$ cat src/rtl/scan_pkg.sv
// Shared definitions for the scan shift controller: FSM state encoding and chain limits.
package scan_pkg;

    localparam int MAX_CHAIN_LEN = 64;

    typedef enum logic [1:0] {
        ST_IDLE    = 2'd0,
        ST_SHIFT   = 2'd1,
        ST_CAPTURE = 2'd2,
        ST_DONE    = 2'd3
    } scan_state_e;

endpackage

$ cat src/rtl/scan_shift_reg.sv
// Scan data path: parallel-load PISO driving SI (registered) and SIPO collecting SO.
module scan_shift_reg #(
    parameter int CHAIN_LEN = 8
) (
    input  logic                 CK,
    input  logic                 RN,
    input  logic                 load,
    input  logic                 shift,
    input  logic                 last,
    input  logic [CHAIN_LEN-1:0] pattern,
    input  logic                 so,
    output logic                 si,
    output logic [CHAIN_LEN-1:0] cap
);

    logic [CHAIN_LEN-1:0] pat_r;
    logic                 si_r;
    logic [CHAIN_LEN-1:0] cap_r;

    // Latched stimulus rotates MSB-first so SI always presents the bit for the coming cycle
    always_ff @(posedge CK or negedge RN) begin
        if (!RN) begin
            pat_r <= {CHAIN_LEN{1'b0}};
            si_r  <= 1'b0;
        end else if (load) begin
            pat_r <= pattern;
            si_r  <= pattern[CHAIN_LEN-1];
        end else if (shift) begin
            pat_r <= {pat_r[CHAIN_LEN-2:0], pat_r[CHAIN_LEN-1]};
            si_r  <= last ? 1'b0 : pat_r[CHAIN_LEN-2];
        end else begin
            pat_r <= pat_r;
            si_r  <= 1'b0;
        end
    end

    // First SO bit sampled ends up in the MSB after a full phase
    always_ff @(posedge CK or negedge RN) begin
        if (!RN) begin
            cap_r <= {CHAIN_LEN{1'b0}};
        end else if (shift) begin
            cap_r <= {cap_r[CHAIN_LEN-2:0], so};
        end else begin
            cap_r <= cap_r;
        end
    end

    assign si  = si_r;
    assign cap = cap_r;

endmodule

$ cat src/rtl/scan_shift_ctrl.sv
// Scan chain sequencer: shifts a pattern in while unloading the previous capture, then pulses one capture cycle.
module scan_shift_ctrl
    import scan_pkg::*;
#(
    parameter int CHAIN_LEN = 8
) (
    input  logic                 CK,
    input  logic                 RN,
    input  logic                 start,
    input  logic                 abort,
    input  logic [CHAIN_LEN-1:0] pattern,
    input  logic                 SO,
    output logic                 SE,
    output logic                 SI,
    output logic                 busy,
    output logic                 done,
    output logic [CHAIN_LEN-1:0] resp,
    output logic                 resp_valid
);

    localparam int                CNT_W    = $clog2(CHAIN_LEN);
    localparam logic [CNT_W-1:0]  CNT_LAST = CNT_W'(CHAIN_LEN - 1);

    scan_state_e          state_r;
    scan_state_e          state_s;
    logic [CNT_W-1:0]     cnt_r;
    logic                 last_s;
    logic                 load_s;
    logic                 shift_s;
    logic                 capture_end_s;
    logic                 se_s;
    logic                 busy_s;
    logic                 done_s;
    logic                 se_r;
    logic                 busy_r;
    logic                 done_r;
    logic                 resp_valid_r;
    logic [CHAIN_LEN-1:0] resp_r;
    logic [CHAIN_LEN-1:0] cap_s;

    assign last_s = (cnt_r == CNT_LAST);

    // State register
    always_ff @(posedge CK or negedge RN) begin
        if (!RN) begin
            state_r <= ST_IDLE;
        end else begin
            state_r <= state_s;
        end
    end

    // Next-state logic; abort beats start in IDLE and is ignored in DONE
    always_comb begin
        state_s = state_r;
        case (state_r)
            ST_IDLE: begin
                if (start && !abort) state_s = ST_SHIFT;
                else                 state_s = ST_IDLE;
            end
            ST_SHIFT: begin
                if (abort)       state_s = ST_IDLE;
                else if (last_s) state_s = ST_CAPTURE;
                else             state_s = ST_SHIFT;
            end
            ST_CAPTURE: begin
                if (abort) state_s = ST_IDLE;
                else       state_s = ST_DONE;
            end
            ST_DONE: state_s = ST_IDLE;
            default: state_s = ST_IDLE;
        endcase
    end

    // Control strobes and next values of the registered outputs
    always_comb begin
        load_s        = 1'b0;
        shift_s       = 1'b0;
        capture_end_s = 1'b0;
        case (state_r)
            ST_IDLE:    load_s        = start && !abort;
            ST_SHIFT:   shift_s       = !abort;
            ST_CAPTURE: capture_end_s = !abort;
            ST_DONE:    load_s        = 1'b0;
            default:    load_s        = 1'b0;
        endcase
        se_s   = (state_s == ST_SHIFT);
        busy_s = (state_s != ST_IDLE);
        done_s = (state_s == ST_DONE);
    end

    // Shift index; cleared at every phase boundary so it never runs past the last flop
    always_ff @(posedge CK or negedge RN) begin
        if (!RN) begin
            cnt_r <= {CNT_W{1'b0}};
        end else if (shift_s && !last_s) begin
            cnt_r <= cnt_r + CNT_W'(1);
        end else begin
            cnt_r <= {CNT_W{1'b0}};
        end
    end

    // Registered outputs; response is published on entry to DONE
    always_ff @(posedge CK or negedge RN) begin
        if (!RN) begin
            se_r         <= 1'b0;
            busy_r       <= 1'b0;
            done_r       <= 1'b0;
            resp_r       <= {CHAIN_LEN{1'b0}};
            resp_valid_r <= 1'b0;
        end else begin
            se_r   <= se_s;
            busy_r <= busy_s;
            done_r <= done_s;
            if (capture_end_s) begin
                resp_r       <= cap_s;
                resp_valid_r <= 1'b1;
            end else begin
                resp_r       <= resp_r;
                resp_valid_r <= resp_valid_r;
            end
        end
    end

    scan_shift_reg #(
        .CHAIN_LEN (CHAIN_LEN)
    ) u_shift_reg (
        .CK      (CK),
        .RN      (RN),
        .load    (load_s),
        .shift   (shift_s),
        .last    (last_s),
        .pattern (pattern),
        .so      (SO),
        .si      (SI),
        .cap     (cap_s)
    );

    assign SE         = se_r;
    assign busy       = busy_r;
    assign done       = done_r;
    assign resp       = resp_r;
    assign resp_valid = resp_valid_r;

endmodule

$ cat config.mk
export PLATFORM = sky130hd
export DESIGN_NAME = scan_shift_ctrl
export DESIGN_NICKNAME = d
export VERILOG_FILES = /design/src/rtl/scan_pkg.sv /design/src/rtl/scan_shift_reg.sv /design/src/rtl/scan_shift_ctrl.sv
export SDC_FILE = /design/constraint.sdc
export NUM_CORES = 1
export LEC_CHECK = 0
export CORE_UTILIZATION = 55
export CTS_BUF_LIST = sky130_fd_sc_hd__clkbuf_4
export CTS_CLUSTER_SIZE = 40
export DETAILED_ROUTE_END_ITERATION = 7
export PLACE_DENSITY_LB_ADDON = 0.1
export SLEW_MARGIN = 25
export SYNTH_ARGS = -nofsm -noshare
export SYNTH_HDL_FRONTEND = slang
export SYNTH_SLANG_ARGS = --single-unit
export TNS_END_PERCENT = 100
$ cat constraint.sdc
create_clock -name CK -period 5 [get_ports CK]
set_input_delay 0.5 -clock CK [delete_from_list [all_inputs] [get_ports CK]]
set_output_delay 0.5 -clock CK [all_outputs]
set_load 0.05 [all_outputs]
==> flow_summary.toml, run 1 <==
[outcome]
status = "finished, final reports clean"

[worst_setup_path]
worstSetupStartpoint = "resp[5]$_DFFE_PN0P_"
cp_top_family = "buffers and inverters"
path_buf_inv = 1
reg2reg_slack_ns = 3.26
crit_arrival_ns = 1.52
worstPathRequired_ns = 4.50
worst_r2r_path_depth = 3
path_depth = 1
crit_fanout = 2
worstSetupPathType = "flip-flop to primary output"
cpPeakStageDelay_ns = 0.81
worst_path_max_delay_cell = "clkdlybuf4s50_1"
startpoint_type = "flip-flop"
r2r_end = "u_shift_reg.si$_DFF_PN0_"
crit_chain = "clkdlybuf4s50_1"
cp-endpoint = "resp[5]"
critPathCaptureType = "primary output"
r2r_start = "state_r[0]$_DFF_PN0_"

[global_route]
antenna_found_initial = 0
grt_pass1_wl_mm = 3.86
grt_pass1_vias = 884
grt_start_max_net_pins = 35
overflow = 0
track_usage_pct = 20.3

[final_layout]
final_util_pct = 70.0
diodes = 0
postLayoutCellArea_mm2 = 0.00175
nNetsFinal = 165
layout-drive-gt1-share_pct = 19.3
synthToLayoutAreaGrowth_pct = 19.3

[sta]
fin_crit_ns = 2.02
final.setup.worst_slack_ns = 2.98
worst_slew_pin_slew_ns = 0.886
rsz0062_at_grt = "no"
whs_ns = 0.451
hold_violations = 0
finalCritPeriodShare_pct = 40.3
relSlewSlack_pct = 40.7
drv_slew = 0
finalSetupViolCount = 0
skew_ns = 0.00647
fmax_mhz = 496
final.setup.tns_ns = 0

[cts]
h-tree-depth = 2
cts_resized = 0
cts_hold_buf = 0
path_clk_slew_ns = 0.10
cts-buffers-inserted = 5
root_buffer = "clkbuf_4"
cts_setup_buffers = 0
cts_sinks = 34
cts_tree = "yes"
clockBufferDepth = 2
clk_latency_ns = 0.33

[place]
port-buffer-count = 25
dpl_worst_slack_ns = 2.68
dp.final_hpwl_mm = 1.63
gp_congestion = 0.734
place_area_mm2 = 0.00170

[synth]
avgSynthCellArea_um2 = 11.9
yosys_warnings = 0
syn_inst = 123
synth_seq_area_share_pct = 58.0
synth-seq-cells = 34
syn_nets = 139
synth_cell_type_count = 27
netlist_area_mm2 = 0.00147
yosysTopAreaCell = "dfrtp_1"
netlist_top_cells_area = "dfrtp_1, nand2_1, mux2_2"
netlist.area_leader.share_pct = 58.0

[pwr]
leakage_nw = 0.847
ir_drop_mv = 0.239
pwr_density_cell_mw_per_mm2 = 327

[die]
dieArea_mm2 = 0.00288
fp-row-count = 18
start_util_pct = 58.7
core_mm2 = 0.00250
chipWidth_um = 53.7
die_height_um = 53.7
ios = 26

[routing]
vias = 914
drt_wl_total_mm = 2.42
viasPerCell = 5.08
drt_iter0_markers = 12
drc = 0
ant_nets = 0
wl_per_cell_um = 13.4
dr.pass1.iters = 4

[job]
drv_cap = 0

[min_path]
hold_path_class = "flip-flop to flip-flop"
[sequential cells by signal (all words and copies together), names as in the netlist]
signal and cells:
busy 1, done 1, resp 8, u_shift_reg.pat_r 8, state_r 2, cnt_r 3, resp_valid 1, u_shift_reg.si 1
SE 1, u_shift_reg.cap 8
[Yosys cell counts]
master and number:
o21bai_1 1, or3b_2 1, or2_2 1, o21ai_0 1, or3b_1 1, ha_1 3, nor3_2 1, mux2_2 8
buf_2 2, a21o_1 2, a21oi_1 2, nand3b_1 1, dfrtp_1 34, nand2_1 29, or2b_1 1, or4b_4 1
inv_1 2, o22ai_2 5, nor3b_1 1, nor3_1 5, nor3b_4 1, nand3_1 3, a22oi_1 1, buf_6 5
nor3b_2 2, nor2_1 8, nor4b_2 1
[layer usage]
metal	vias to the layer above	routed length, um	global-route usage, %
met4	0	31	10.5
met1	430	1100	23.2
met5	-	0	0
li1	461	-	-
met3	2	132	9.89
met2	21	1150	31.5
[worst register-to-register path: stages (launching register included)]
cell	delay, ns
dfrtp_1	0.53
nor3b_2	0.79
nand2_1	0.15
o21ai_0	0.20
[logic make-up after synthesis]
| kind of cell | count (synthesis) | share of synthesized area (%) |
|---|---|---|
| and+or+nand+nor | 57 | 21.0 |
| AOI/OAI and AO/OA | 12 | 7.33 |
| DFF | 34 | 58.0 |
| buffers and inverters | 9 | 5.03 |
| muxes | 8 | 6.14 |
| adders and majority gates | 3 | 2.56 |
[where the power goes]
group	total [mW]	switching, mW	internal, mW
combinational	0.0851	0.0466	0.0384
clock	0.145	0.0869	0.0582
sequential	0.342	0.0273	0.314
total	0.572	0.161	0.411
[cells in the final DEF (no fill, tap or decap)]
| cell | n |
|---|---|
| nor3b_1 | 1 |
| nand3_1 | 3 |
| clkinv_2 | 1 |
| nand3b_1 | 1 |
| a21oi_1 | 2 |
| inv_1 | 2 |
| or4b_4 | 1 |
| o21bai_1 | 1 |
| mux2_2 | 8 |
| buf_4 | 1 |
| nor4b_2 | 1 |
| nor3_1 | 5 |
| nor3b_4 | 1 |
| or3b_2 | 1 |
| nor2_1 | 8 |
| nand2_1 | 29 |
| o22ai_2 | 5 |
| dfrtp_1 | 34 |
| ha_1 | 3 |
| or3b_1 | 1 |
| o21ai_0 | 1 |
| clkdlybuf4s50_1 | 25 |
| a21o_1 | 2 |
| a22oi_1 | 1 |
| nor3b_2 | 2 |
| clkinv_1 | 1 |
| clkbuf_4 | 6 |
| or2_2 | 1 |
| or2b_1 | 1 |
| nor3_2 | 1 |
[worst min-delay path by stage]
stage                  startpoint            endpoint  cells after the start  slack [ns]
2_1_floorplan                  RN        SE$_DFF_PN0_                      0        0.20
3_3_place_gp   cnt_r[0]$_DFF_PN0_  cnt_r[0]$_DFF_PN0_                      1        0.44
3_5_place_dp   cnt_r[0]$_DFF_PN0_  cnt_r[0]$_DFF_PN0_                      1        0.44
4_1_cts        cnt_r[0]$_DFF_PN0_  cnt_r[0]$_DFF_PN0_                      1        0.45
5_1_grt        cnt_r[0]$_DFF_PN0_  cnt_r[0]$_DFF_PN0_                      1        0.46
6_report       cnt_r[0]$_DFF_PN0_  cnt_r[0]$_DFF_PN0_                      1        0.45
[per-stage QoR]
step                total power, mW  cells
floorplan                     0.403    123
global placement              0.430    172
detailed placement            0.434    172
CTS                           0.580    180
finish                        0.572    180
global route                  0.605    180
[cell type report]
class	instances	area (um2)
clock buffers	6	45.0
clock inverters	2	8.76
fillers	196	749
inverters	2	7.51
multi-input cells	80	543
flip-flops and latches	34	851
well taps	30	37.5
repair buffers	26	258
Power figures use the tool's default switching activity.
==> inputs of run 2 (changes only) <==
--- a/config.mk
+++ b/config.mk
@@ -5,7 +5,7 @@
 export SDC_FILE = /design/constraint.sdc
 export NUM_CORES = 1
 export LEC_CHECK = 0
-export CORE_UTILIZATION = 55
+export CORE_UTILIZATION = 54
 export CTS_BUF_LIST = sky130_fd_sc_hd__clkbuf_4
 export CTS_CLUSTER_SIZE = 40
 export DETAILED_ROUTE_END_ITERATION = 7
==> constraint.sdc (replaced) <==
create_clock -name CK -period 2 [get_ports CK]
set_input_delay 0.2 -clock CK [delete_from_list [all_inputs] [get_ports CK]]
set_output_delay 0.2 -clock CK [all_outputs]
set_load 0.05 [all_outputs]
==> run 2 against run 1 <==
  * Register-to-register slack got worse by 3.0 ns
  * Worst setup slack got worse by 2.7 ns
  * Clock power grew 150%
  * Cell count is 2.2% higher
  * Flip-flop and latch count stayed put
  * First-iteration DRC count is 33% higher
  * Sequential power grew to 2.5 times the previous value
  * Die area is 1.8% higher
  * Global-route usage up 1.4 points
  * Combinational power increased to 2.6 times the previous value
  * Largest power group unchanged
  * Highest routed layer unchanged
==> flow_summary.toml, run 2 (synthesized netlist as in run 1, its figures left out) <==
[cts]
cts-buffers-inserted = 5
path_clk_slew_ns = 0.11
clk_latency_ns = 0.34
clockBufferDepth = 2
cts_setup_buffers = 0
root_buffer = "clkbuf_4"
cts_hold_buf = 0
cts_tree = "yes"
cts_resized = 0
h-tree-depth = 2
cts_sinks = 34

[final_layout]
final_util_pct = 70.6
layout_common_cells = "dfrtp_1, nand2_1, clkdlybuf4s50_1"
postLayoutCellArea_mm2 = 0.00178
instances_no_fill = 184
layout-drive-gt1-share_pct = 21.4
synthToLayoutAreaGrowth_pct = 21.3
diodes = 0
layout.cells.most_common = "dfrtp_1"
nNetsFinal = 169

[global_route]
overflow = 0
grt_pass1_wl_mm = 4.26
track_usage_pct = 21.7
grt_start_max_net_pins = 35
antenna_found_initial = 0
grt_pass1_vias = 1033

[place]
dp.final_hpwl_mm = 1.76
gp_congestion = 0.725
place_area_mm2 = 0.00173
dp_cells = 176
port-buffer-count = 25

[routing]
drt_iter0_markers = 16
dr.pass1.iters = 4
viasPerCell = 5.24
ant_nets = 0
drt_wl_total_mm = 2.46
drc = 0
wl_per_cell_um = 13.4
vias = 965

[worst_setup_path]
worstPathRequired_ns = 1.80
r2r_end = "SE$_DFF_PN0_"
crit_arrival_ns = 1.54
crit_chain = "clkdlybuf4s50_1"
reg2reg_slack_ns = 0.30
startpoint_type = "flip-flop"
r2r_start = "cnt_r[0]$_DFF_PN0_"
worst_path_max_delay_cell = "clkdlybuf4s50_1"
path_depth = 1
worst_r2r_path_depth = 5
path_buf_inv = 1
crit_fanout = 2
cp-endpoint = "resp[2]"
critPathCaptureType = "primary output"
cp_top_family = "buffers and inverters"
worstSetupPathType = "flip-flop to primary output"
worstSetupStartpoint = "resp[2]$_DFFE_PN0P_"
cpPeakStageDelay_ns = 0.81

[sta]
worst_slew_pin_slew_ns = 0.517
whs_ns = 0.244
finalCritPeriodShare_pct = 86.9
drv_slew = 0
final.setup.tns_ns = 0
relSlewSlack_pct = 65.4
hold_violations = 0
skew_ns = 0.0173
fin_crit_ns = 1.74
finalSetupViolCount = 0
rsz0062_at_grt = "no"
fmax_mhz = 575

[die]
dieArea_mm2 = 0.00293
chipWidth_um = 54.1
core_mm2 = 0.00252
die_height_um = 54.1
fp-row-count = 18
start_util_pct = 58.2
ios = 26

[pwr]
leakage_nw = 0.862
pwr_density_cell_mw_per_mm2 = 806
ir_drop_mv = 0.646

[outcome]
status = "finished, final reports clean"

[job]
drv_cap = 0

[min_path]
hold_path_class = "primary input to asynchronous set/reset pin"
[run 2: metrics by stage]
stage / setup WS (ns) / total power [mW]
finish: 0.262 / 1.44
global route: 0.200 / 1.52
CTS: 0.253 / 1.45
detailed placement: 0.215 / 1.10
global placement: 0.274 / 1.08
floorplan: 0.425 / 1.01
[run 2: worst min path at each step]
stage	end	slack, ns
floorplan	SE$_DFF_PN0_	-0.1
global placement	cnt_r[0]$_DFF_PN0_	0.44
detailed placement	cnt_r[0]$_DFF_PN0_	0.45
CTS	u_shift_reg.pat_r[5]$_DFFE_PN0P_	0.26
global route	u_shift_reg.pat_r[5]$_DFFE_PN0P_	0.29
finish	u_shift_reg.pat_r[5]$_DFFE_PN0P_	0.24
[run 2: metal layers]
metal  track usage (%)  up-vias  share of wire, %
met5                 0        -                 0
met4              10.3        0               2.1
met3              7.06        6               4.4
met2              37.2       21                48
met1              24.0      465                45
li1                  -      473                 -
[run 2: layout make-up]
| type | count | area [um2] |
|---|---|---|
| Clock inverter | 3 | 16.3 |
| Sequential cell | 34 | 851 |
| Multi-Input combinational cell | 80 | 543 |
| Tap cell | 30 | 37.5 |
| Clock buffer | 5 | 37.5 |
| Fill cell | 194 | 742 |
| Timing Repair Buffer | 30 | 288 |
| Inverter | 2 | 7.51 |
[run 2: report_power, final]
part	switching (mW)	internal (mW)
clock network	0.226	0.131
logic	0.121	0.102
registers	0.0687	0.786
==> inputs of run 3 (changes only) <==
--- a/config.mk
+++ b/config.mk
@@ -9,7 +9,8 @@
 export CTS_BUF_LIST = sky130_fd_sc_hd__clkbuf_4
 export CTS_CLUSTER_SIZE = 40
 export DETAILED_ROUTE_END_ITERATION = 7
-export PLACE_DENSITY_LB_ADDON = 0.1
+export PLACE_DENSITY = 0.82
+export SKIP_LAST_GASP = 1
 export SLEW_MARGIN = 25
 export SYNTH_ARGS = -nofsm -noshare
 export SYNTH_HDL_FRONTEND = slang
==> run 3 against run 2 <==
  * Final area is 0.49% lower
  * Worst setup slack gained 0.035 ns
  * Clock skew is 0.0080 ns lower
  * Non-clock buffer count down 1
  * Cell count down 1.1%
  * Critical path type unchanged
  * Critical endpoint is now resp[6]
  * Largest power group unchanged
  * Highest routed layer unchanged
==> flow_summary.toml, run 3 (synthesized netlist as in run 1, its figures left out) <==
[pwr]
leakage_nw = 0.857
finalPower_mw = 1.44
pwr_density_cell_mw_per_mm2 = 810
ir_drop_mv = 0.872

[final_layout]
layout_common_cells = "dfrtp_1, nand2_1, clkdlybuf4s50_1"
fillers = 191
nNetsFinal = 168
final-seq-area_um2 = 851
instances_no_fill = 182
layout-drive-gt1-share_pct = 21.1
layout.cells.most_common = "dfrtp_1"
synthToLayoutAreaGrowth_pct = 20.7
multi_input_area_um2 = 543
diodes = 0

[cts]
cts_resized = 0
clk_latency_ns = 0.33
cts_sinks = 34
root_buffer = "clkbuf_4"
h-tree-depth = 2
cts_tree = "yes"
path_clk_slew_ns = 0.10
cts-buffers-inserted = 5
clockBufferDepth = 2
cts_hold_buf = 0
cts_setup_buffers = 0

[worst_setup_path]
crit_fanout = 2
critPathCaptureType = "primary output"
crit_arrival_ns = 1.50
worstPathRequired_ns = 1.80
worst_path_max_delay_cell = "clkdlybuf4s50_1"
path_buf_inv = 1
reg2reg_slack_ns = 0.32
worst_r2r_path_depth = 5
r2r_start = "cnt_r[0]$_DFF_PN0_"
crit_chain = "clkdlybuf4s50_1"
startpoint_type = "flip-flop"
cp_top_family = "buffers and inverters"
r2r_end = "SE$_DFF_PN0_"
worstSetupPathType = "flip-flop to primary output"
cpPeakStageDelay_ns = 0.81

[global_route]
overflow = 0
antenna_found_initial = 0
grt_pass1_vias = 954
track_usage_pct = 20.5
grt_pass1_wl_mm = 4.06
grt_start_max_net_pins = 35

[sta]
drv_slew = 0
worst_slew_pin_slew_ns = 0.502
finalSetupViolCount = 0
whs_ns = 0.266
skew_ns = 0.00931
fmax_mhz = 587
relSlewSlack_pct = 66.4
rsz0062_at_grt = "no"
fin_crit_ns = 1.70
finalCritPeriodShare_pct = 85.1
hold_violations = 0
final.setup.tns_ns = 0

[place]
gp_congestion = 0.686
dp.final_hpwl_mm = 1.73
dp_cells = 175
port-buffer-count = 25

[routing]
met1_length_mm = 1.14
vias = 961
drt_iter0_markers = 6
dr.pass1.iters = 4
highest_layer = "met4"
ant_nets = 0
wl_per_cell_um = 13.7
drc = 0
wl_met3_um = 118
dr_wl_met2_mm = 1.19
viasPerCell = 5.28
drt_wl_total_mm = 2.49

[outcome]
status = "finished, final reports clean"

[job]
drv_cap = 0

[die]
ios = 26
fp-row-count = 18
start_util_pct = 58.2
dieArea_mm2 = 0.00293
die_height_um = 54.1
chipWidth_um = 54.1
core_mm2 = 0.00252

[min_path]
hold_path_class = "primary input to asynchronous set/reset pin"
-- run 3: changes by cell type in the layout (fill, tap and decap cells not counted) --
| cell | change |
|---|---|
| clkbuf_4 | +1 |
| clkinv_1 | -1 |
| clkinv_2 | -1 |
| buf_4 | -1 |
-- run 3: worst max path at each step --
stage / from / end / depth (start not counted)
after floorplan: cnt_r[0]$_DFF_PN0_ / SE$_DFF_PN0_ / 5
after global placement: abort / resp[7]$_DFFE_PN0P_ / 3
after detailed placement: abort / resp[3]$_DFFE_PN0P_ / 3
after CTS: resp[6]$_DFFE_PN0P_ / resp[6] / 1
after global routing: cnt_r[0]$_DFF_PN0_ / SE$_DFF_PN0_ / 5
final: resp[6]$_DFFE_PN0P_ / resp[6] / 1
-- run 3: worst register-to-register path, delay by kind of cell, from the launching register on --
| kind | cells | cell delay [ns] |
|---|---|---|
| adder cells (fa/ha/maj) | 2 | 0.46 |
| AO/OA/AOI/OAI | 1 | 0.21 |
| flip-flops | 1 | 0.40 |
| AND/OR/NAND/NOR | 2 | 0.55 |
-- run 3: per-stage QoR --
| step | utilization (%) | instance area [um2] | worst slack [ns] |
|---|---|---|---|
| after floorplan | - | 1470 | 0.425 |
| after global placement | 68.2 | 1720 | 0.266 |
| after detailed placement | 68.2 | 1720 | 0.230 |
| after CTS | 70.2 | 1770 | 0.283 |
| after global routing | 70.2 | 1770 | 0.180 |
| final | 70.2 | 1770 | 0.297 |
-- run 3: where the power goes --
| part | internal, mW | leakage (nW) | switching (mW) |
|---|---|---|---|
| clock | 0.145 | 0.0278 | 0.213 |
| sequential | 0.786 | 0.443 | 0.0687 |
| combinational | 0.101 | 0.386 | 0.123 |
| total | 1.03 | 0.857 | 0.404 |
-- run 3: layer usage --
metal,vias to the layer above,global-route usage (%)
met1,469,25.9
met2,20,31.3
met4,0,11.5
met5,-,0
li1,468,-
met3,4,5.93
-- run 3: cell type report --
cell class	instances	area share (%)
well taps	30	2.12
clock inverters	1	0.424
repair buffers	29	15.8
inverters	2	0.424
multi-input cells	80	30.6
clock buffers	6	2.54
flip-flops and latches	34	48.0
